`config.mk`:
```
export PLATFORM = sky130hd
export DESIGN_NAME = spi_target
export DESIGN_NICKNAME = d
export VERILOG_FILES = /design/src/rtl/spi_pkg.sv /design/src/rtl/spi_sync.sv /design/src/rtl/spi_target.sv
export SDC_FILE = /design/constraint.sdc
export NUM_CORES = 1
export LEC_CHECK = 0
export CAP_MARGIN = 40
export CORE_UTILIZATION = 45
export CTS_CLUSTER_SIZE = 24
export DETAILED_ROUTE_END_ITERATION = 6
export PLACE_DENSITY = 0.67
export SYNTH_ARGS = -nofsm -noshare
export SYNTH_HDL_FRONTEND = slang
export SYNTH_SLANG_ARGS = --single-unit
```
`constraint.sdc`:
```
create_clock -name clk -period 3.4 [get_ports clk]
set_clock_uncertainty 0.1 [all_clocks]
set_input_delay 1.02 -clock clk [delete_from_list [all_inputs] [get_ports clk]]
set_output_delay 1.02 -clock clk [all_outputs]
set_load 0.01 [all_outputs]
```
`src/rtl/spi_pkg.sv`:
```
// Shared SPI definitions: frame widths, idle fill and serial-to-data bit ordering.
package spi_pkg;

    localparam int unsigned BYTE_BITS = 8;
    localparam int unsigned WORD_BITS = 32;

    // Shifted out when no response data is pending.
    localparam logic [31:0] IDLE_FILL = 32'hFFFF_FFFF;

    typedef enum logic {
        StIdle   = 1'b0,
        StActive = 1'b1
    } state_e;

    // Serial bit k travels MSbit first within a byte, LSByte first within a word:
    // data bit = 8*(k/8) + 7 - (k%8).
    function automatic logic [4:0] ser_to_data_idx(input logic [4:0] k);
        return {k[4:3], ~k[2:0]};
    endfunction

endpackage

```
`src/rtl/spi_sync.sv`:
```
// Two-flop synchronizer with a third flop for edge detection.
module spi_sync #(
    parameter logic ResetVal = 1'b0
) (
    input  logic clk_i,
    input  logic rst_i,
    input  logic d_i,
    output logic level_o,
    output logic rise_o,
    output logic fall_o
);

    logic [2:0] sync_q, sync_d;

    // Shift the pin value through the synchronizer chain.
    always_comb begin
        sync_d = {sync_q[1:0], d_i};
    end

    // Synchronizer flops with synchronous reset to the pin's idle level.
    always_ff @(posedge clk_i) begin
        if (rst_i) begin
            sync_q <= {3{ResetVal}};
        end else begin
            sync_q <= sync_d;
        end
    end

    assign level_o = sync_q[1];
    assign rise_o  = sync_q[1] & ~sync_q[2];
    assign fall_o  = ~sync_q[1] & sync_q[2];

endmodule

```
`src/rtl/spi_target.sv`:
```
// Mode-0 SPI target: oversampled pins, byte/word frames, one-entry transmit holding register.
module spi_target
    import spi_pkg::*;
(
    input  logic        clk,
    input  logic        rst,
    input  logic        fast,
    input  logic [31:0] dataTx,
    input  logic        txWr,
    output logic        txFull,
    output logic [31:0] dataRx,
    output logic        rxValid,
    output logic        busy,
    input  logic        SCLK,
    input  logic        MOSI,
    input  logic        SS_n,
    output logic        MISO,
    output logic        MISOoe
);

    logic sclk_level_unused, sclk_rise, sclk_fall;
    logic mosi_level, mosi_rise_unused, mosi_fall_unused;
    logic ss_level, ss_rise, ss_fall;

    spi_sync #(.ResetVal(1'b0)) u_sync_sclk (
        .clk_i   (clk),
        .rst_i   (rst),
        .d_i     (SCLK),
        .level_o (sclk_level_unused),
        .rise_o  (sclk_rise),
        .fall_o  (sclk_fall)
    );

    spi_sync #(.ResetVal(1'b0)) u_sync_mosi (
        .clk_i   (clk),
        .rst_i   (rst),
        .d_i     (MOSI),
        .level_o (mosi_level),
        .rise_o  (mosi_rise_unused),
        .fall_o  (mosi_fall_unused)
    );

    spi_sync #(.ResetVal(1'b1)) u_sync_ss (
        .clk_i   (clk),
        .rst_i   (rst),
        .d_i     (SS_n),
        .level_o (ss_level),
        .rise_o  (ss_rise),
        .fall_o  (ss_fall)
    );

    state_e      state_q, state_d;
    logic        fast_q, fast_d;
    logic [4:0]  bit_cnt_q, bit_cnt_d;
    logic [31:0] rx_shift_q, rx_shift_d;
    logic [31:0] tx_shift_q, tx_shift_d;
    logic [31:0] hold_q, hold_d;
    logic        tx_full_q, tx_full_d;
    logic [31:0] data_rx_q, data_rx_d;
    logic        rx_valid_q, rx_valid_d;
    logic        miso_q, miso_d;
    // After reset the SS_n synchronizer starts high; if the pin is already low that
    // would look like a falling edge. Frames are only accepted once SS_n has been
    // seen high with the synchronizer fully refilled from the pin.
    logic [1:0]  settle_q, settle_d;
    logic        armed_q, armed_d;

    logic        load;
    logic        last_bit;
    logic [31:0] rx_next;

    // Next-state logic for the frame FSM, shift registers and holding register.
    always_comb begin
        state_d    = state_q;
        fast_d     = fast_q;
        bit_cnt_d  = bit_cnt_q;
        rx_shift_d = rx_shift_q;
        tx_shift_d = tx_shift_q;
        hold_d     = hold_q;
        tx_full_d  = tx_full_q;
        data_rx_d  = data_rx_q;
        rx_valid_d = 1'b0;
        miso_d     = miso_q;
        load       = 1'b0;

        settle_d = (settle_q == 2'd3) ? settle_q : settle_q + 2'd1;
        armed_d  = armed_q | ((settle_q == 2'd3) & ss_level);

        last_bit = (bit_cnt_q == (fast_q ? 5'(WORD_BITS - 1) : 5'(BYTE_BITS - 1)));
        rx_next  = rx_shift_q;
        rx_next[ser_to_data_idx(bit_cnt_q)] = mosi_level;

        unique case (state_q)
            StIdle: begin
                if (armed_q && ss_fall) begin
                    state_d = StActive;
                    load    = 1'b1;
                end
            end
            StActive: begin
                if (ss_rise) begin
                    // Abort or normal end: partial receive data is dropped.
                    state_d   = StIdle;
                    bit_cnt_d = 5'd0;
                    miso_d    = 1'b1;
                end else if (sclk_rise) begin
                    rx_shift_d = rx_next;
                    if (last_bit) begin
                        bit_cnt_d  = 5'd0;
                        rx_valid_d = 1'b1;
                        data_rx_d  = fast_q ? rx_next
                                            : {{(WORD_BITS - BYTE_BITS){1'b0}},
                                               rx_next[BYTE_BITS-1:0]};
                    end else begin
                        bit_cnt_d = bit_cnt_q + 5'd1;
                    end
                end else if (sclk_fall) begin
                    // A falling edge with the counter at 0 follows a completed frame.
                    if (bit_cnt_q == 5'd0) begin
                        load = 1'b1;
                    end else begin
                        miso_d = tx_shift_q[ser_to_data_idx(bit_cnt_q)];
                    end
                end
            end
            default: state_d = StIdle;
        endcase

        if (load) begin
            fast_d     = fast;
            bit_cnt_d  = 5'd0;
            rx_shift_d = IDLE_FILL;
            if (tx_full_q) begin
                tx_shift_d = hold_q;
                tx_full_d  = 1'b0;
            end else begin
                tx_shift_d = IDLE_FILL;
            end
            miso_d = tx_shift_d[ser_to_data_idx(5'd0)];
        end

        // A write in the same cycle as a load lands after the load has taken the old value.
        if (txWr) begin
            hold_d    = dataTx;
            tx_full_d = 1'b1;
        end
    end

    // State and datapath registers with synchronous reset.
    always_ff @(posedge clk) begin
        if (rst) begin
            state_q    <= StIdle;
            fast_q     <= 1'b0;
            bit_cnt_q  <= 5'd0;
            rx_shift_q <= IDLE_FILL;
            tx_shift_q <= IDLE_FILL;
            hold_q     <= 32'd0;
            tx_full_q  <= 1'b0;
            data_rx_q  <= 32'd0;
            rx_valid_q <= 1'b0;
            miso_q     <= 1'b1;
            settle_q   <= 2'd0;
            armed_q    <= 1'b0;
        end else begin
            state_q    <= state_d;
            fast_q     <= fast_d;
            bit_cnt_q  <= bit_cnt_d;
            rx_shift_q <= rx_shift_d;
            tx_shift_q <= tx_shift_d;
            hold_q     <= hold_d;
            tx_full_q  <= tx_full_d;
            data_rx_q  <= data_rx_d;
            rx_valid_q <= rx_valid_d;
            miso_q     <= miso_d;
            settle_q   <= settle_d;
            armed_q    <= armed_d;
        end
    end

    assign txFull  = tx_full_q;
    assign dataRx  = data_rx_q;
    assign rxValid = rx_valid_q;
    assign busy    = (state_q == StActive);
    assign MISO    = miso_q;
    assign MISOoe  = busy;

endmodule

```
==> results.md <==
* Req. time, crit path at 3600 ps
* Die span in y at about 120 µm
* Final Worst Setup Slack at between 600 and 700 ps
* Row cnt at 43
* Crit path cell chain: inv_1 > ha_1 > nor4b_4 > and4b_1 > a221oi_1 > nand2b_1 > buf_4 > o22a_1
* Critical path capture point type: flip-flop
* Syn nets at approximately 740
* Initial antenna violation count at 0
* Setup TNS at 0 ps
* Post-synth top cells: dfxtp_1, nand2_1, nand3_1
* Peak Freq at 364 MHz
* Clock Latency Late Sink at around 420 ps
* Critical R2R Launch: bit_cnt_q[0]
* Yosys reg bits at ~150
* Largest net degree at the start of global routing at 76
* Maximum vdd drop at 0.306 mV
* Synth Instances at between 600 and 700
* Nets at just under 800
* Int Pwr at ~3100 µW
* Sequential fraction of the synthesis area at 0.468
* Worst min path class: reg -> reg
* Die Width at about 120 µm
* Overall die area at 14700 µm²
* Async SR Flop Fraction at 0
* Fin. max-slew vios at 0
* Vias in the first global route at approximately 4700
* Wirelength, routed at 14300 µm
* GRT Overall Usage at 0.204
* Reg power frac at 0.460
* Dominant cell by count in the synthesized netlist: dfxtp_1
* Switching Fraction at 0.210
* RSZ-0062 raised after global routing: no
* Clock share of power at 0.497
* CTS max path bufs at 2
* Drt initial violations at roughly 320
* Relative slew margins at 0.387
* NetSw at between 800 and 900 µW
* IO Port Bufs at between 70 and 80
* Final Core Density at 0.561
* Minimum clock period at roughly 2700 ps
* Avg WL per Cell at between 15 and 20 µm
* Ant. Diodes at 0
* I/O pins at 76
* Postcts setup bufs at 0
* CTS tree: done
* Pre-CTS setup slack at 656 ps
* Top cells by area, synth: dfxtp_1, mux2i_1, nand3_1
* Slowest CP cell: dfxtp_1
* GRT overflow at 0
* Share of cells above drive strength 1 at 0.120
* Worst Reg-to-Reg Cells at 8
* Setup Crit Path Kind: reg -> reg
* Number of synthesized flops with an enable pin at 0
* Status: finished clean
* Primary FF master, synth: dfxtp_1
* Critical Path End: tx_shift_q[6]
* Sinks on Clock Net at about 150
* CTS resizes at 0
* Drt pass-1 iters at 5
* Mapped Area at 6380 µm²
* Yosys cell types at 47
* Avg Cell Area, Syn at ~9.2 µm²
* Synth warn at 0
* HPWL Detailed at 9280 µm
* Number of vias per cell at 5.57
* PwrDens at 505 nW/µm²
* CP startpoint: bit_cnt_q[0]
* First-pass GRT wire length at approximately 23000 µm
* Final hold violations at 0
* Initial cell density of the core at 0.460
* CP arrival at between 2000 and 3000 ps
* Static leakage at 0.00282 µW
* Core Region at approximately 14000 µm²
* Yosys top cell by area: dfxtp_1
* GPL Wtd Cong at about 0.78
* Crit Path Max Fanout at 31
* CTS root buffer: clkbuf_16
* # setup viols final at 0
* Total CTS buffers at 17
* Startpoint types: flip-flop
* Routed Antenna Nets at 0
* R2r endpoint: tx_shift_q[6]
* Slew @ Worst Pin at approximately 920 ps
* CTS H-tree depth at 4
* Max Cap Viol at 0
* Critical Path Max Stage Delay at ~520 ps
* Synth top area share at 0.468
* Area Growth Syn to Fin at 22.0%
* Via count at 5184
* Fin crit share at 0.807
* R2r setup slk at 660 ps
* Clock transition at path regs at about 60 ps
* Hold-fix buffers, CTS at 0
* Combinational Power Share at 0.042
* DRC viols at 0
==> worst min path at each step <==
stage	start	to	cells past startpoint
2_1_floorplan	u_sync_ss.sync_q[0]	u_sync_ss.sync_q[1]	1
3_3_place_gp	u_sync_ss.sync_q[0]	u_sync_ss.sync_q[1]	1
3_5_place_dp	u_sync_ss.sync_q[0]	u_sync_ss.sync_q[1]	1
4_1_cts	u_sync_ss.sync_q[0]	u_sync_ss.sync_q[1]	1
5_1_grt	u_sync_ss.sync_q[0]	u_sync_ss.sync_q[1]	1
6_report	u_sync_ss.sync_q[0]	u_sync_ss.sync_q[1]	1
==> power groups by stage <==
stage	clock, µW	sequential [µW]	combinational, µW
floorplan	0	1840	106
global placement	0	1840	158
detailed placement	0	1850	168
CTS	1990	1810	168
global route	2060	1810	183
finish	1950	1810	167
==> per-layer routing <==
layer / global-route usage / wire length [µm] / up-vias
li1: - / - / 2562
met1: 0.270 / 6530 / 2459
met2: 0.320 / 6770 / 147
met3: 0.0503 / 744 / 16
met4: 0.0733 / 225 / 0
met5: 0 / 0 / -
==> flip-flops by register name, summed over array words and instances (netlist names), 2 cells and up <==
| register | cells |
|---|---|
| u_sync_sclk.sync_q | 3 |
| bit_cnt_q | 5 |
| tx_shift_q | 32 |
| dataRx | 32 |
| u_sync_mosi.sync_q | 2 |
| rx_shift_q | 32 |
| u_sync_ss.sync_q | 3 |
| hold_q | 32 |
| settle_q | 2 |
==> through the flow <==
step           power (µW)  instance area, µm²  std cells  hold WS (ps)
2_1_floorplan        1940                6380        695           289
6_report             3930                7780        931           311
4_1_cts              3960                7770        930           314
5_1_grt              4060                7780        931           336
3_5_place_dp         2010                7140        898           300
3_3_place_gp         2000                7120        897           295
==> worst max-delay path, delay by kind of cell (launching register included) <==
kind | cells | cell delay [ps]
AOI/OAI and AO/OA | 2 | 650
adders and majority gates | 1 | 260
buffers and inverters | 2 | 480
DFF | 1 | 520
and+or+nand+nor | 3 | 620
==> layout by cell type, fill, tap and decap left out, types with 4 or more instances in the layout <==
cell type | Yosys | routed
dfxtp_1 | 149 | 149
nand2_1 | 78 | 78
clkdlybuf4s50_1 | 0 | 73
nand3_1 | 62 | 62
nor2_1 | 56 | 56
mux2i_1 | 55 | 55
a21oi_1 | 34 | 34
o22a_1 | 32 | 32
o21ai_0 | 30 | 30
nand4_1 | 26 | 26
mux2_2 | 24 | 24
clkbuf_16 | 0 | 17
buf_4 | 4 | 13
nor3_1 | 6 | 6
nor2b_1 | 6 | 6
a311oi_1 | 6 | 6
o22ai_1 | 5 | 5
or2_2 | 5 | 5
ha_1 | 5 | 5
nand3b_1 | 4 | 4
a211oi_1 | 4 | 4
inv_1 | 4 | 4
nand2b_1 | 4 | 4
and3b_1 | 4 | 4
clkbuf_8 | 0 | 4
==> final cells by class <==
cell class | instances | area, µm²
clock buffer | 21 | 480
clock inverter | 11 | 149
fill | 1214 | 6100
inverter | 4 | 15.0
multi-input combinational | 476 | 3060
sequential | 149 | 2980
tap | 180 | 225
timing repair buffer | 90 | 873
==> cell families (layout without fill, tap and decap cells) <==
logic type	count (synthesis)	in the layout	synth area share
simple gates	270	270	0.212
fa+ha+maj	5	5	0.00981
buf+inv	70	126	0.0535
xor+xnor	2	2	0.00275
compound gates	119	119	0.123
mux	80	80	0.132
flops	149	149	0.468
(Power assumes the default switching activity.)
